$ cat src/rtl/register_file_pipelined_if.sv
// register_file_pipelined_if: decode-stage bus into the pipelined register file
interface register_file_pipelined_if #(
    parameter int DATA_WIDTH = 8,
    parameter int ADDR_WIDTH = 3
);
    logic                  enable;
    logic [ADDR_WIDTH-1:0] readRegister1;
    logic [ADDR_WIDTH-1:0] readRegister2;
    logic                  immediate;
    logic [DATA_WIDTH-1:0] ltValue;
    logic                  regWrite;
    logic [ADDR_WIDTH-1:0] writeRegister;
    logic [DATA_WIDTH-1:0] writeData;
    logic                  reserve;
    logic [ADDR_WIDTH-1:0] reserveRegister;
    logic [DATA_WIDTH-1:0] readData1;
    logic [DATA_WIDTH-1:0] readData2;
    logic                  readValid;
    logic                  busy1;
    logic                  busy2;
    logic                  stall;

    modport master (
        output enable, readRegister1, readRegister2, immediate, ltValue,
        output regWrite, writeRegister, writeData, reserve, reserveRegister,
        input  readData1, readData2, readValid, busy1, busy2, stall
    );

    modport slave (
        input  enable, readRegister1, readRegister2, immediate, ltValue,
        input  regWrite, writeRegister, writeData, reserve, reserveRegister,
        output readData1, readData2, readValid, busy1, busy2, stall
    );
endinterface

$ cat src/rtl/register_file_pipelined.sv
// register_file_pipelined: parametrised register file with registered read ports, bypass and busy scoreboard
module register_file_pipelined #(
    parameter int DATA_WIDTH = 8,
    parameter int ADDR_WIDTH = 3,
    parameter int NUM_REGS   = 2**ADDR_WIDTH,
    parameter int ZERO_REG   = 0
) (
    input  logic                    clock,
    input  logic                    resetN,
    register_file_pipelined_if.slave bus
);
    logic [DATA_WIDTH-1:0] r_regs [NUM_REGS];
    logic [NUM_REGS-1:0]   r_busy;
    logic [DATA_WIDTH-1:0] r_rd1;
    logic [DATA_WIDTH-1:0] r_rd2;
    logic                  r_valid;

    logic                  w_wr_ok;
    logic                  w_rsv_ok;
    logic                  w_rd1_ok;
    logic                  w_rd2_ok;
    logic                  w_hit1;
    logic                  w_hit2;
    logic [DATA_WIDTH-1:0] w_eff1;
    logic [DATA_WIDTH-1:0] w_eff2;
    logic                  w_busy1;
    logic                  w_busy2;
    logic                  w_stall;
    logic                  w_capture;

    // An address is backed by real storage unless it is out of range or the hardwired zero register
    function automatic logic f_backed(input logic [ADDR_WIDTH-1:0] a);
        return (32'(a) < NUM_REGS) && !(ZERO_REG != 0 && a == '0);
    endfunction

    // Address qualification, bypass selection and hazard detection
    always_comb begin
        w_wr_ok   = bus.regWrite & f_backed(bus.writeRegister);
        w_rsv_ok  = bus.reserve & f_backed(bus.reserveRegister);
        w_rd1_ok  = f_backed(bus.readRegister1);
        w_rd2_ok  = f_backed(bus.readRegister2);
        w_hit1    = w_wr_ok && bus.writeRegister == bus.readRegister1;
        w_hit2    = w_wr_ok && bus.writeRegister == bus.readRegister2;
        w_eff1    = !w_rd1_ok ? '0 : w_hit1 ? bus.writeData : r_regs[bus.readRegister1];
        w_eff2    = !w_rd2_ok ? '0 : w_hit2 ? bus.writeData : r_regs[bus.readRegister2];
        w_busy1   = w_rd1_ok && r_busy[bus.readRegister1] && !w_hit1;
        w_busy2   = !bus.immediate && w_rd2_ok && r_busy[bus.readRegister2] && !w_hit2;
        w_stall   = w_busy1 | w_busy2;
        w_capture = bus.enable & ~w_stall;
    end

    // Register storage: a qualified write lands on the clock edge
    always_ff @(posedge clock or negedge resetN) begin
        if (!resetN) begin
            for (int i = 0; i < NUM_REGS; i++) r_regs[i] <= '0;
        end else if (w_wr_ok) begin
            r_regs[bus.writeRegister] <= bus.writeData;
        end
    end

    // Scoreboard: a write retires the producer, a same-cycle reserve re-arms it last so it wins
    always_ff @(posedge clock or negedge resetN) begin
        if (!resetN) begin
            r_busy <= '0;
        end else begin
            if (w_wr_ok) r_busy[bus.writeRegister] <= 1'b0;
            if (w_rsv_ok) r_busy[bus.reserveRegister] <= 1'b1;
        end
    end

    // Operand latches: capture only when requested and hazard-free, otherwise hold and drop valid
    always_ff @(posedge clock or negedge resetN) begin
        if (!resetN) begin
            r_rd1   <= '0;
            r_rd2   <= '0;
            r_valid <= 1'b0;
        end else begin
            r_valid <= w_capture;
            if (w_capture) begin
                r_rd1 <= w_eff1;
                r_rd2 <= bus.immediate ? bus.ltValue : w_eff2;
            end
        end
    end

    assign bus.readData1 = r_rd1;
    assign bus.readData2 = r_rd2;
    assign bus.readValid = r_valid;
    assign bus.busy1     = w_busy1;
    assign bus.busy2     = w_busy2;
    assign bus.stall     = w_stall;
endmodule

$ cat src/flat_wrapper.sv
// flat-port wrapper written by rule: the top's interface ports become plain ports
module register_file_pipelined_flat 
#(
    parameter int DATA_WIDTH = 8,
    parameter int ADDR_WIDTH = 3,
    parameter int NUM_REGS   = 2**ADDR_WIDTH,
    parameter int ZERO_REG   = 0
)
  (clock, resetN, bus_enable, bus_readRegister1, bus_readRegister2, bus_immediate, bus_ltValue, bus_regWrite, bus_writeRegister, bus_writeData, bus_reserve, bus_reserveRegister, bus_readData1, bus_readData2, bus_readValid, bus_busy1, bus_busy2, bus_stall);
  register_file_pipelined_if #(.DATA_WIDTH(DATA_WIDTH), .ADDR_WIDTH(ADDR_WIDTH)) bus_i ();
  input  logic clock;
  input  logic resetN;
  input wire logic [$bits(bus_i.enable)-1:0] bus_enable;
  input wire logic [$bits(bus_i.readRegister1)-1:0] bus_readRegister1;
  input wire logic [$bits(bus_i.readRegister2)-1:0] bus_readRegister2;
  input wire logic [$bits(bus_i.immediate)-1:0] bus_immediate;
  input wire logic [$bits(bus_i.ltValue)-1:0] bus_ltValue;
  input wire logic [$bits(bus_i.regWrite)-1:0] bus_regWrite;
  input wire logic [$bits(bus_i.writeRegister)-1:0] bus_writeRegister;
  input wire logic [$bits(bus_i.writeData)-1:0] bus_writeData;
  input wire logic [$bits(bus_i.reserve)-1:0] bus_reserve;
  input wire logic [$bits(bus_i.reserveRegister)-1:0] bus_reserveRegister;
  output wire logic [$bits(bus_i.readData1)-1:0] bus_readData1;
  output wire logic [$bits(bus_i.readData2)-1:0] bus_readData2;
  output wire logic [$bits(bus_i.readValid)-1:0] bus_readValid;
  output wire logic [$bits(bus_i.busy1)-1:0] bus_busy1;
  output wire logic [$bits(bus_i.busy2)-1:0] bus_busy2;
  output wire logic [$bits(bus_i.stall)-1:0] bus_stall;
  assign bus_i.enable = bus_enable;
  assign bus_i.readRegister1 = bus_readRegister1;
  assign bus_i.readRegister2 = bus_readRegister2;
  assign bus_i.immediate = bus_immediate;
  assign bus_i.ltValue = bus_ltValue;
  assign bus_i.regWrite = bus_regWrite;
  assign bus_i.writeRegister = bus_writeRegister;
  assign bus_i.writeData = bus_writeData;
  assign bus_i.reserve = bus_reserve;
  assign bus_i.reserveRegister = bus_reserveRegister;
  assign bus_readData1 = bus_i.readData1;
  assign bus_readData2 = bus_i.readData2;
  assign bus_readValid = bus_i.readValid;
  assign bus_busy1 = bus_i.busy1;
  assign bus_busy2 = bus_i.busy2;
  assign bus_stall = bus_i.stall;
  register_file_pipelined #(.DATA_WIDTH(DATA_WIDTH), .ADDR_WIDTH(ADDR_WIDTH), .NUM_REGS(NUM_REGS), .ZERO_REG(ZERO_REG)) u_core (.clock(clock), .resetN(resetN), .bus(bus_i));
endmodule
$ cat config.mk
export PLATFORM = sky130hd
export DESIGN_NAME = register_file_pipelined_flat
export DESIGN_NICKNAME = d
export VERILOG_FILES = /design/src/rtl/register_file_pipelined_if.sv /design/src/rtl/register_file_pipelined.sv /design/src/flat_wrapper.sv
export SDC_FILE = /design/constraint.sdc
export NUM_CORES = 1
export LEC_CHECK = 0
export ABC_AREA = 0
export BUFFER_PORTS_ARGS = -buffer_cell sky130_fd_sc_hd__buf_2
export CORE_ASPECT_RATIO = 0.7
export CORE_MARGIN = 2
export CORE_UTILIZATION = 52
export CTS_BUF_LIST = sky130_fd_sc_hd__clkbuf_4
export CTS_CLUSTER_SIZE = 40
export DETAILED_ROUTE_END_ITERATION = 12
export PLACE_DENSITY = 0.75
export SLEW_MARGIN = 10
export SYNTH_ARGS = -nofsm -noshare
export SYNTH_HDL_FRONTEND = slang
export SYNTH_SLANG_ARGS = --single-unit
$ cat constraint.sdc
create_clock -name clock -period 1.9 [get_ports clock]
set_input_delay 0.095 -clock clock [delete_from_list [all_inputs] [get_ports clock]]
set_output_delay 0.095 -clock clock [all_outputs]
set_load 0.005 [all_outputs]
==> impl_metrics.json <==
{
  "yosysWarnings": 0,
  "synth_top_area_share": 0.458,
  "fmax_mhz": 527,
  "path_class": "register to output port",
  "max-vdd-ir-drop_v": 0.000505,
  "setup-violations-final": 0,
  "place.gp.congestion": 0.823,
  "syn_area_um2": 4860,
  "yosysSeqAreaShare": 0.458,
  "cts-root-buf": "clkbuf_4",
  "fin_setup_tns_ns": 0,
  "crit_start": "u_core.r_busy[7]",
  "synth_area_leaders": "dfrtp_1 46%, mux2_2 20%, mux4_2 10%",
  "hold_class": "primary input to register",
  "critical-path-max-stage-delay_ns": 0.51,
  "nFillCells": 699,
  "fin_util": 0.634,
  "critPathRequiredTime_ns": 1.80,
  "ys.flop_type": "dfrtp_1",
  "slew_viol_final": 0,
  "nets": 467,
  "drc": 0,
  "die_h_um": 84.9,
  "cp.arrival_ns": 1.80,
  "grt_pass1_wl_um": 19200,
  "area_growth_pct": 18.5,
  "power.density_nw_per_um2": 950,
  "synth_largest_area_cell": "dfrtp_1",
  "synth-async-reset-ratio": 1.00,
  "cts_buffers": 9,
  "fp.dieW_um": 120,
  "insertion_delay_ns": 0.46,
  "synthCells": 346,
  "cap_viol_max_count": 0,
  "hpwl_um": 8460,
  "fin_skew_ns": 0.0102,
  "drive_gt1_frac": 0.507,
  "crit_chain": "mux4_2, o2111ai_4, nand2_1, buf_2",
  "synth_edf_count": 0,
  "synth-seq-cells": 89,
  "grt_use_total": 0.256,
  "vias": 3421,
  "wl_um": 12200,
  "tightest_slew_ns": 0.472,
  "clk_pin_slew_ns": 0.12,
  "first_global_vias": 3411,
  "grt_setup_unrepaired": "true",
  "stdcell_count": 564,
  "min_from": "bus_writeData[7]",
  "syn_nets": 380,
  "cts_tree": "done",
  "r2r-start": "u_core.r_regs[49]",
  "crit_fanout": 3,
  "wl_per_cell_um": 21.6,
  "start_util": 0.536,
  "antenna_found_initial": 1,
  "finalHoldViolCount": 0,
  "grt.overflow.total": 0,
  "slowest_stage": "mux4_2",
  "clkSinkCount": 89,
  "cp.buffers_inverters": 1,
  "ios": 54,
  "fin_crit_ns": 1.90,
  "floorplan.die_area_um2": 10100,
  "worstSetupEndpointType": "output port",
  "fin_crit_sh": 0.999,
  "viasPerCell": 6.07,
  "worstSetupStartpointType": "register",
  "p_leak_nw": 2.59,
  "ant_nets": 0,
  "clock_path_buffers": 2,
  "core-area_um2": 9070,
  "grt_max_degree": 35,
  "slew_headroom": 0.686,
  "syn_avg_cell_area_um2": 14.0,
  "htreeDepth": 3,
  "outcome": "finished, final reports clean",
  "num_rows": 29,
  "drtIter0Drc": 246,
  "hold_ws_ns": 0.0182,
  "place_inst": 523,
  "yosysUniqueCellTypes": 32,
  "crit_family": "multiplexers",
  "dr.pass1.iters": 5,
  "port_buffers": 53
}
logic make-up (layout without fill, tap and decap cells):
family,count (synthesis),after routing,synth area share
mux,140,140,0.405
buf+inv,34,126,0.0353
xor+xnor,6,6,0.0108
compound gates,30,30,0.0376
other cells,0,2,0
simple gates,47,47,0.0533
flops,89,89,0.458
worst reg2reg max path, stage by stage (launching register included):
cell	delay, ns
dfrtp_1	0.43
mux4_1	0.52
mux2_2	0.27
mux2i_1	0.18
o21ai_0	0.10
mux2_2	0.27
through the flow:
stage	cell area, um2	total power [mW]	setup slack [ns]
finish	5760	5.47	0.00275
floorplan	4860	3.74	0.0786
detailed placement	5400	4.36	0.0211
CTS	5710	5.44	0.00301
global route	5760	5.78	-0.0923
global placement	5400	4.27	0.0498
registers in the layout (all words and copies together), names as in the netlist:
register              flops
u_core.bus.readData2      8
u_core.r_regs            64
u_core.r_busy             8
u_core.bus.readValid      1
u_core.bus.readData1      8
where the power goes:
group          switching (mW)  internal, mW  total [mW]
Combinational           0.629          1.05        1.68
Sequential              0.360          2.39        2.75
Clock                   0.599         0.438        1.04
Yosys cell counts (3+ instances only):
master	n
nand4b_1	3
buf_6	3
buf_2	8
mux2i_1	19
dfrtp_1	89
nand2b_1	4
mux2_2	88
xnor2_1	6
a21oi_1	8
o21ai_0	12
inv_1	8
nand4_1	3
mux4_1	11
clkbuf_1	11
mux4_2	22
nand2_1	19
nor2_1	10
metal layers:
layer,vias up,GRT usage,wire length [um]
li1,1488,-,-
met1,1756,0.379,5510
met2,158,0.387,5420
met3,19,0.0625,1080
met4,0,0.0599,193
met5,-,0,0
cell usage in the layout (no fill, tap or decap), types with 3 or more instances in the layout:
cell and instances:
mux2i_1 18, buf_2 52, a21oi_1 8, dlygate4sd3_1 14, nand2b_1 4, nand4_1 3, mux4_2 23, mux4_1 10
xnor2_1 6, clkbuf_4 12, o21ai_0 10, nor2_1 10, nand2_1 19, buf_12 5, inv_1 8, buf_4 31
mux2_2 88, dfrtp_1 89, nand4b_1 3
path summary, 6_finish.rpt:
check                                               end  cells past startpoint  slack (ns)
worst min-delay path                  u_core.r_regs[39]                      2        0.02
min in group asynchronous             u_core.r_regs[22]                      2        0.14
worst min register to register  u_core.bus.readData1[1]                      1        0.52
max in group asynchronous              u_core.r_regs[1]                      3        1.23
worst max register to register  u_core.bus.readData2[1]                      5        0.05
worst max-delay path                          bus_stall                      4       0.003
layout make-up:
type	instances	area [um2]	area share
Antenna cell	2	5.00	0.000870
Clock buffer	12	90.1	0.0157
Clock inverter	4	43.8	0.00761
Inverter	8	30.0	0.00522
Multi-Input combinational cell	223	2470	0.429
Sequential cell	89	2230	0.387
Tap cell	124	155	0.0270
Timing Repair Buffer	102	733	0.127
what timing repair did:
item | 4_1_cts | 5_1_grt
resized for setup | 1 | 4
setup endpoints to repair | 2 | 12
hold buffers | 14 | 0
pin swaps | 0 | 1
buffers inserted | 3 | 6
hold endpoints to repair | 119 | 0
No activity file was read; power rests on OpenSTA's default activity.
